File: config.mk
export PLATFORM = sky130hd
export DESIGN_NAME = fetch_sequencer
export DESIGN_NICKNAME = d
export VERILOG_FILES = /design/src/rtl/fetch_sequencer.sv
export SDC_FILE = /design/constraint.sdc
export NUM_CORES = 1
export LEC_CHECK = 0
export BUFFER_PORTS_ARGS = -buffer_cell sky130_fd_sc_hd__buf_2
export CELL_PAD_IN_SITES_DETAIL_PLACEMENT = 0
export CELL_PAD_IN_SITES_GLOBAL_PLACEMENT = 1
export CORE_MARGIN = 5
export CORE_UTILIZATION = 25
export DETAILED_ROUTE_END_ITERATION = 7
export GPL_ROUTABILITY_DRIVEN = 0
export PLACE_DENSITY = 0.54
export SLEW_MARGIN = 20
export SYNTH_ARGS = -nofsm -noshare
export SYNTH_HDL_FRONTEND = slang
export SYNTH_SLANG_ARGS = --single-unit
File: constraint.sdc
create_clock -name clk -period 2.19 [get_ports clk]
set_clock_uncertainty 0.15 [all_clocks]
set_input_delay 0.3285 -clock clk [delete_from_list [all_inputs] [get_ports clk]]
set_output_delay 0.3285 -clock clk [all_outputs]
set_load 0.005 [all_outputs]
File: src/rtl/fetch_sequencer.sv
`default_nettype none
// ============================================================================
// Module      : fetch_sequencer
// Description : Owns the architectural fetch PC for a non-overlapped front
//               end. It issues one instruction-memory request at a time,
//               hands the returned word to decode, and loads the next PC
//               that decode computes once decode accepts the word. It also
//               handles redirects (flush) from later stages, faults on a
//               misaligned target, and counts words accepted by decode.
//
// Ports       :
//   clk          rising-edge clock
//   rst_n        asynchronous active-low reset
//   imem_req     level request to instruction memory
//   imem_addr    request address (always the fetch PC)
//   imem_ack     memory returned data for the held request
//   imem_rdata   instruction word, valid with imem_ack
//   id_valid     id_instr/id_pc hold a word for decode
//   id_instr     fetched instruction word
//   id_pc        address of id_instr
//   stall        decode hold; the word is not accepted while high
//   next_pc_in   decode-computed target, sampled only on accept
//   flush        redirect from a later stage
//   flush_pc     redirect target
//   pc_fault     sticky misaligned-target flag
//   fetch_count  words accepted by decode, wraps modulo 2^COUNT_W
//
// Revision    : 1.0 - initial release
// ============================================================================
module fetch_sequencer #(
    parameter logic [31:0] RESET_PC = 32'h0000_0000,
    parameter int          COUNT_W  = 32
) (
    input  logic               clk,
    input  logic               rst_n,

    output logic               imem_req,
    output logic [31:0]        imem_addr,
    input  logic               imem_ack,
    input  logic [31:0]        imem_rdata,

    output logic               id_valid,
    output logic [31:0]        id_instr,
    output logic [31:0]        id_pc,
    input  logic               stall,
    input  logic [31:0]        next_pc_in,

    input  logic               flush,
    input  logic [31:0]        flush_pc,

    output logic               pc_fault,
    output logic [COUNT_W-1:0] fetch_count
);

    // ------------------------------------------------------------------------
    // State encoding
    // ------------------------------------------------------------------------
    typedef enum logic [2:0] {
        BOOT   = 3'd0,
        FETCH  = 3'd1,
        DECODE = 3'd2,
        DRAIN  = 3'd3,
        FAULT  = 3'd4
    } state_t;

    localparam logic [COUNT_W-1:0] c_count_one = {{(COUNT_W-1){1'b0}}, 1'b1};

    state_t      r_state;
    // Redirect target held while an abandoned request is still in flight.
    logic [31:0] r_pending_pc;

    // Decode accepts the held word only when it is not stalled and no
    // redirect is arriving in the same cycle.
    logic w_accept;
    logic w_target_aligned;

    assign w_accept         = id_valid && !stall && !flush;
    assign w_target_aligned = (next_pc_in[1:0] == 2'b00);

    // ------------------------------------------------------------------------
    // Sequencer: one registered process drives the state and every output.
    // ------------------------------------------------------------------------
    always_ff @(posedge clk or negedge rst_n) begin
        if (!rst_n) begin
            r_state      <= BOOT;
            r_pending_pc <= 32'h0000_0000;
            imem_req     <= 1'b0;
            imem_addr    <= RESET_PC;
            id_valid     <= 1'b0;
            id_instr     <= 32'h0000_0000;
            id_pc        <= 32'h0000_0000;
            pc_fault     <= 1'b0;
            fetch_count  <= {COUNT_W{1'b0}};
        end else begin
            case (r_state)
                // One idle cycle out of reset, then start fetching. A flush
                // arriving here simply replaces the boot address.
                BOOT: begin
                    imem_req <= 1'b1;
                    id_valid <= 1'b0;
                    if (flush) begin
                        imem_addr <= flush_pc;
                    end
                    r_state <= FETCH;
                end

                // Request outstanding; the address is held until ack.
                FETCH: begin
                    if (flush) begin
                        id_valid <= 1'b0;
                        if (imem_ack) begin
                            // Returned word belongs to the squashed path:
                            // drop it and re-request at the target at once.
                            imem_addr <= flush_pc;
                            imem_req  <= 1'b1;
                        end else begin
                            // The memory still owes a response for the old
                            // address; remember the target and wait it out.
                            r_pending_pc <= flush_pc;
                            r_state      <= DRAIN;
                        end
                    end else if (imem_ack) begin
                        id_instr <= imem_rdata;
                        id_pc    <= imem_addr;
                        id_valid <= 1'b1;
                        imem_req <= 1'b0;
                        r_state  <= DECODE;
                    end
                end

                // Word presented to decode; everything holds while stalled.
                DECODE: begin
                    if (flush) begin
                        id_valid  <= 1'b0;
                        imem_addr <= flush_pc;
                        imem_req  <= 1'b1;
                        pc_fault  <= 1'b0;
                        r_state   <= FETCH;
                    end else if (w_accept) begin
                        fetch_count <= fetch_count + c_count_one;
                        id_valid    <= 1'b0;
                        imem_addr   <= next_pc_in;
                        if (w_target_aligned) begin
                            imem_req <= 1'b1;
                            r_state  <= FETCH;
                        end else begin
                            // Misaligned target: park with no request until
                            // a later stage redirects us.
                            imem_req <= 1'b0;
                            pc_fault <= 1'b1;
                            r_state  <= FAULT;
                        end
                    end
                end

                // Abandoned request still in flight; req stays up with the
                // old address until the memory answers. The newest flush
                // target always wins.
                DRAIN: begin
                    id_valid <= 1'b0;
                    imem_req <= 1'b1;
                    if (imem_ack) begin
                        imem_addr <= flush ? flush_pc : r_pending_pc;
                        r_state   <= FETCH;
                    end else if (flush) begin
                        r_pending_pc <= flush_pc;
                    end
                end

                // Parked after a misaligned target; only a flush leaves.
                FAULT: begin
                    id_valid <= 1'b0;
                    if (flush) begin
                        imem_addr <= flush_pc;
                        imem_req  <= 1'b1;
                        pc_fault  <= 1'b0;
                        r_state   <= FETCH;
                    end else begin
                        imem_req <= 1'b0;
                    end
                end

                default: begin
                    // Unreachable encodings recover through BOOT.
                    imem_req <= 1'b0;
                    id_valid <= 1'b0;
                    r_state  <= BOOT;
                end
            endcase
        end
    end

endmodule
`default_nettype wire
==> key figures, run 1 <==
Critical path
  • R2R Path End: fetch_count[14]$_DFFE_PN0P_
  • Crit end category: register
  • Reg2Reg Depth: 5
  • Critical path class: reg -> reg
  • Crit path arrival time: ~2.1 ns
  • Reg2reg start: r_state[2]$_DFFE_PN0P_
  • CP Max Fanout: 10
  • R2r setup slk: 0.21 ns
  • Startpoint Class: register
  • CP required: between 2 and 2.5 ns

Place
  • Post-DP HPWL: about 15000 um
  • Inst Count DP: between 1000 and 1500
  • Dpl ws: 0.1652 ns
  • I/O Buffers: 231

Final layout
  • Post-Layout Cell Count: roughly 1300
  • Commonest non-fill, non-tap cells in the layout: 230 x buf_2, 165 x dfrtp_1, 64 x mux2i_1, 64 x dlygate4sd3_1, 54 x mux2_2
  • Share of cells above drive strength 1: 0.3822
  • Diodes inserted: 0
  • Commonest non-fill, non-tap cell in the layout: buf_2
  • Fin nets: a little over 1000
  • Syn-to-layout area delta: 39.93%

Hold path
  • Hold Path Origin: flush_pc[7]
  • Hold path endpoint: r_pending_pc[7]$_DFFE_PN0P_
  • WHS Path Cells: 2
  • Worst Hold Class: in -> reg

Route
  • Top Metal Used: met5
  • Routed WL per cell: about 16 um
  • Antenna viol nets, final: 0
  • Met1 Routed Length: 9754 um
  • Drt initial violations: just under 200
  • Met3 routed WL: approximately 1300 um
  • Routed vias: 5615
  • Met2 Wirelength: about 9500 um
  • Total iterations of the first detailed-routing run: 4
  • DRC viols: 0
  • DRT Wirelength: roughly 21000 um
  • Drt via density: between 4 and 5

Status
  • Status: finished clean

GRT
  • Global-route wire length before repair: around 33000 um
  • Vias in the first global route: slightly below 6000
  • Antenna violations before repair: 2
  • Pin count of the biggest net entering global routing: 54
  • Global route overflow: 0
  • Gr usage total: 0.1259

Floorplanning
  • Die Wd: between 150 and 200 um
  • Total core area: roughly 30000 um2
  • Initial Util: 0.2528
  • DIE HEIGHT: ~180 um
  • Die area: 33450 um2
  • Top Ports: ~230
  • Standard-cell rows: 63

Yosys
  • Seq/Total Area, Yosys: 0.5558
  • Synth unique cells: 46
  • Synth Register Bits: roughly 170
  • Post-Syn Area: about 7500 um2
  • Mapped Cells: between 600 and 700
  • Syn Nets: slightly above 700
  • Synth Warn #: 0
  • Post-synth ARST share: 1.000
  • Post-synth EDFFs: 0
  • Syn avg cell area: roughly 12 um2
  • Top FF cell, synth: dfrtp_1

STA
  • Fmax: roughly 500 MHz
  • Worst hold slack: 0.03848 ns
  • Setup ws final: about 0.21 ns
  • Worst-Margin Slew: roughly 0.38 ns
  • Setup tns final: 0 ns
  • Slew Viols, Final: 0
  • Rel. slew slack: 0.7488
  • Final setup fails: 0
  • Crit path time final: ~2 ns
  • Final Hold Violating Endpoints: 0
  • Tcrit/Tclk final: 0.9020
  • Unrepaired setup endpoints after global routing: false

CTS
  • Cts repair resizes: 0
  • Num CTS Buffers: 17
  • Clk buf depth: 2
  • CTS tree: done
  • Clock latency on the worst-skew pair: 0.43 ns
  • H-tree Lvls: 4
  • Clk root buf: clkbuf_16
  • Sink Count: 166
  • Post-CTS Repair Setup Buffers: 0
  • Worst-path clk slew: approximately 0.070 ns

Job
  • Max-cap violations: 0

Power and ir drop
  • Power per cell area: approximately 1200 nW/um2
  • Worst VDD drop: 0.0004788 V
  • Static Leak: about 5.2 nW
[repair_timing]
item	CTS	global route
endpoints found under the hold margin	229	0
endpoints found under the setup margin	0	0
hold buffers	64	0
[per-layer routing]
layer | track usage | vias to the layer above
li1 | - | 2724
met1 | 0.1696 | 2729
met2 | 0.1974 | 143
met3 | 0.04046 | 15
met4 | 0.03218 | 4
met5 | 0 | -
[metrics by stage]
step                power (mW)  cell area (um2)    util
floorplan                7.304             7473       -
global placement         9.151             9231  0.3123
detailed placement       9.230             9231  0.3123
CTS                      12.48            10460  0.3538
global route             13.10            10460  0.3538
finish                   12.16            10460  0.3538
[cell type report]
class                      instances  area, um2
clock buffer                      21      460.4
clock inverter                    11      125.1
fill                            2971      19100
inverter                          37      138.9
multi-input combinational        369       3047
sequential                       166       4155
tap                              390      488.0
timing repair buffer             317       2043
[critical path: stages (launching register included)]
cell and delay (ns):
dfrtp_1 0.48, nor4b_2 0.34, buf_4 0.23, and4_1 0.37, nand4_1 0.15, xnor2_1 0.15
[state kept, by name, summed over array words and instances (netlist names)]
name          cells
id_valid          1
r_state           3
r_pending_pc     32
imem_addr        32
imem_req          1
id_instr         32
pc_fault          1
fetch_count      32
id_pc            32
[worst max-delay path by stage]
| stage | from | endpoint | slack [ns] | depth (start not counted) |
|---|---|---|---|---|
| after floorplan | r_state[0]$_DFFE_PN0P_ | r_state[0]$_DFFE_PN0P_ | 0.32 | 5 |
| after CTS | r_state[2]$_DFFE_PN0P_ | fetch_count[14]$_DFFE_PN0P_ | 0.19 | 5 |
| after global routing | r_state[2]$_DFFE_PN0P_ | fetch_count[16]$_DFFE_PN0P_ | 0.03 | 5 |
| after global placement | flush | fetch_count[16]$_DFFE_PN0P_ | 0.22 | 6 |
| after detailed placement | flush | fetch_count[14]$_DFFE_PN0P_ | 0.17 | 6 |
| final | r_state[2]$_DFFE_PN0P_ | fetch_count[14]$_DFFE_PN0P_ | 0.21 | 5 |
[cells by family (layout without fill, tap and decap cells)]
group           after synthesis  in the layout  share of synthesized area
compound gates               50             50                    0.04002
xor+xnor                     31             31                    0.03633
fa+ha+maj                     1              1                   0.001674
buf+inv                      69            386                    0.03985
flops                       166            166                     0.5558
mux                         161            161                     0.2319
simple gates                126            126                    0.09443
[Yosys cell counts (2+ instances only)]
master | instances | share of area
nand4_2 | 2 | 0.0033
buf_2 | 22 | 0.015
mux2_2 | 54 | 0.081
nor2b_1 | 2 | 0.0017
nand3_1 | 14 | 0.0094
nand4_1 | 11 | 0.0092
nor2_1 | 6 | 0.0030
nor4_1 | 4 | 0.0033
nand2b_1 | 3 | 0.0025
and3_1 | 8 | 0.0067
o21ai_1 | 6 | 0.0040
clkbuf_1 | 8 | 0.0040
nor3_2 | 2 | 0.0027
a21oi_1 | 4 | 0.0027
nor3_1 | 6 | 0.0040
xnor2_1 | 20 | 0.023
mux2i_1 | 64 | 0.086
xor2_1 | 11 | 0.013
inv_1 | 37 | 0.019
and4_1 | 7 | 0.0082
dfrtp_1 | 166 | 0.56
mux2_1 | 43 | 0.065
o21ai_0 | 33 | 0.022
nand2_1 | 48 | 0.024
and2_1 | 2 | 0.0017
[where the power goes]
part	total, mW	internal [mW]	switching, mW
clock network	3.05	1.74	1.30
logic	4.07	2.23	1.84
registers	5.04	4.32	0.721
total	12.2	8.29	3.87
No activity file was read; power rests on OpenSTA's default activity.
==> inputs of run 2 (changes only) <==
- MAX_ROUTING_LAYER: default -> met4
- PLACE_DENSITY: 0.54 -> default
- PLACE_DENSITY_LB_ADDON: default -> 0.1
==> key figures, run 2 (synthesis gave the netlist of run 1 again) <==
Status
  • Status: finished clean

Route
  • Drt via density: 4.334 (+1.2%)
  • Drt initial violations: 180 (-7.7%)
  • Routed vias: 5664 (+0.87%)
  • Routed WL per cell: 15.94 um (+0.50%)
  • DRT Wirelength: 20840 um (+0.20%)
  • Antenna viol nets, final: 0 (unchanged)
  • DRC viols: 0 (unchanged)
  • Total iterations of the first detailed-routing run: 5 (+1)

Critical path
  • Crit path arrival time: 2.17 ns (+0.04 ns)
  • CP delay by family, top: simple AND/OR/NAND/NOR gates
  • Buffers & Inverters on Critical Path: 1 (unchanged)
  • R2r setup slk: 0.17 ns (-0.05 ns)
  • Slowest cell on the critical path: dfrtp_1
  • Worst path depth: 5 (unchanged)
  • Crit end category: register
  • Critical path cell sequence: nand2b_1 > nor3_2 > nand2_4 > buf_4 > mux2_2
  • Crit path from: r_state[2]$_DFFE_PN0P_
  • Critical path class: reg -> reg
  • CP endpoint: id_pc[8]$_DFFE_PN0P_
  • Crit-path max cell delay: 0.42 ns (-0.06 ns)
  • CP Max Fanout: 34 (+24)
  • CP required: 2.34 ns (about the same)
  • Startpoint Class: register
  • Reg2Reg Depth: 5 (unchanged)
  • Reg2reg start: r_state[2]$_DFFE_PN0P_
  • R2R Path End: id_pc[8]$_DFFE_PN0P_

CTS
  • Hold buffers post-CTS: 61 (-4.7%)
  • Num CTS Buffers: 17 (unchanged)
  • CTS tree: done
  • Worst-path clk slew: 0.06 ns (about the same)
  • Cts repair resizes: 0 (unchanged)
  • Clk buf depth: 2 (unchanged)
  • H-tree Lvls: 4 (unchanged)
  • Sink Count: 166 (unchanged)
  • Clock latency on the worst-skew pair: 0.42 ns (about the same)
  • Clk root buf: clkbuf_16
  • Post-CTS Repair Setup Buffers: 0 (unchanged)

Power and ir drop
  • Worst VDD drop: 0.0005868 V (+23%)
  • Power per cell area: 1160 nW/um2 (-0.23%)
  • Static Leak: 5.109 nW (-1.1%)

GRT
  • Pin count of the biggest net entering global routing: 82 (+52%)
  • Gr usage total: 0.1278 (+0.001905)
  • Antenna violations before repair: 5 (+3)
  • Global route overflow: 0 (unchanged)
  • Global-route wire length before repair: 33250 um (-0.68%)
  • Vias in the first global route: 6193 (+3.9%)

Place
  • I/O Buffers: 231 (unchanged)
  • Dpl ws: 0.1737 ns (+0.008520 ns)
  • Post-DP HPWL: 14700 um (-0.21%)
  • Placed cell area: 9174 um2 (-0.62%)

Floorplanning
  • Top Ports: 232 (unchanged)
  • Initial Util: 0.2528 (unchanged)
  • DIE HEIGHT: 182.9 um (unchanged)
  • Die Wd: 182.9 um (unchanged)
  • Die area: 33450 um2 (unchanged)
  • Standard-cell rows: 63 (unchanged)
  • Total core area: 29560 um2 (unchanged)

STA
  • Fmax: 494.9 MHz (-2.2%)
  • Tcrit/Tclk final: 0.9226 (+0.02065)
  • Final setup fails: 0 (unchanged)
  • Slew Viols, Final: 0 (unchanged)
  • Setup ws final: 0.1695 ns (-0.04523 ns)
  • Crit path time final: 2.021 ns (+0.04523 ns)
  • Unrepaired setup endpoints after global routing: false
  • Worst-Margin Slew: 0.4816 ns (+0.1050 ns)
  • Final Hold Violating Endpoints: 0 (unchanged)
  • Setup tns final: 0 ns (unchanged)
  • Worst hold slack: 0.02719 ns (-0.01129 ns)
  • Rel. slew slack: 0.6789 (-0.06989)

Hold path
  • Worst Hold Class: in -> reg
  • Hold Path Origin: flush_pc[8]

Final layout
  • Share of cells above drive strength 1: 0.3794 (-0.002807)
  • Filler cells: 3007 (+1.2%)
  • Finished Cell Area: 10340 um2 (-1.1%)
  • Syn-to-layout area delta: 38.42%
  • Commonest non-fill, non-tap cells in the layout: 230 x buf_2, 165 x dfrtp_1, 64 x mux2i_1, 61 x dlygate4sd3_1, 54 x mux2_2
  • Fin nets: 1001 (-0.89%)
  • Utilization after layout: 0.3500 (-0.003810)
  • Commonest non-fill, non-tap cell in the layout: buf_2

Job
  • Max-cap violations: 0 (unchanged)
[run 2: power by group]
part,leakage [nW],internal (mW),total (mW),switching [mW]
Combinational,2.84,2.19,4.03,1.85
Clock,0.265,1.50,2.89,1.39
Sequential,2.01,4.32,5.08,0.761
[run 2: worst register-to-register path: stages (launching register included)]
cell and delay [ns]:
dfrtp_1 0.42, nand2b_1 0.34, nor3_2 0.11, nand2_4 0.08, buf_4 0.40, mux2_2 0.41
[run 2: cell type report]
cell class,instances,area (um2),share of cell area
inverter,37,138.9,0.01343
clock buffer,19,432.9,0.04185
multi-input combinational,369,3047,0.2945
clock inverter,13,115.1,0.01113
tap,390,488.0,0.04717
antenna,5,12.51,0.001209
sequential,166,4155,0.4017
timing repair buffer,308,1956,0.1890
[run 2: worst min-delay path by stage]
| stage | end | slack (ns) | cells past startpoint |
|---|---|---|---|
| 2_1_floorplan | fetch_count[0]$_DFFE_PN0P_ | -0.12 | 0 |
| 3_3_place_gp | fetch_count[13]$_DFFE_PN0P_ | 0.04 | 1 |
| 3_5_place_dp | fetch_count[13]$_DFFE_PN0P_ | 0.04 | 1 |
| 4_1_cts | r_pending_pc[3]$_DFFE_PN0P_ | 0.003 | 2 |
| 5_1_grt | r_pending_pc[8]$_DFFE_PN0P_ | 0.01 | 2 |
| 6_report | r_pending_pc[8]$_DFFE_PN0P_ | 0.03 | 2 |
[run 2: per-layer routing]
layer  wire, um  part of all wire  global-route usage
met1       9525              0.46              0.1603
met2      10010              0.48              0.2086
met3       1144             0.055             0.03054
met4        161            0.0077             0.03367
met5          0                 0                   -
[run 2: per-stage QoR]
stage / power, mW / std cells
final: 12.00 / 1307
after global routing: 12.91 / 1307
after CTS: 12.28 / 1302
after detailed placement: 9.220 / 1209
after global placement: 9.085 / 1209
after floorplan: 7.304 / 604
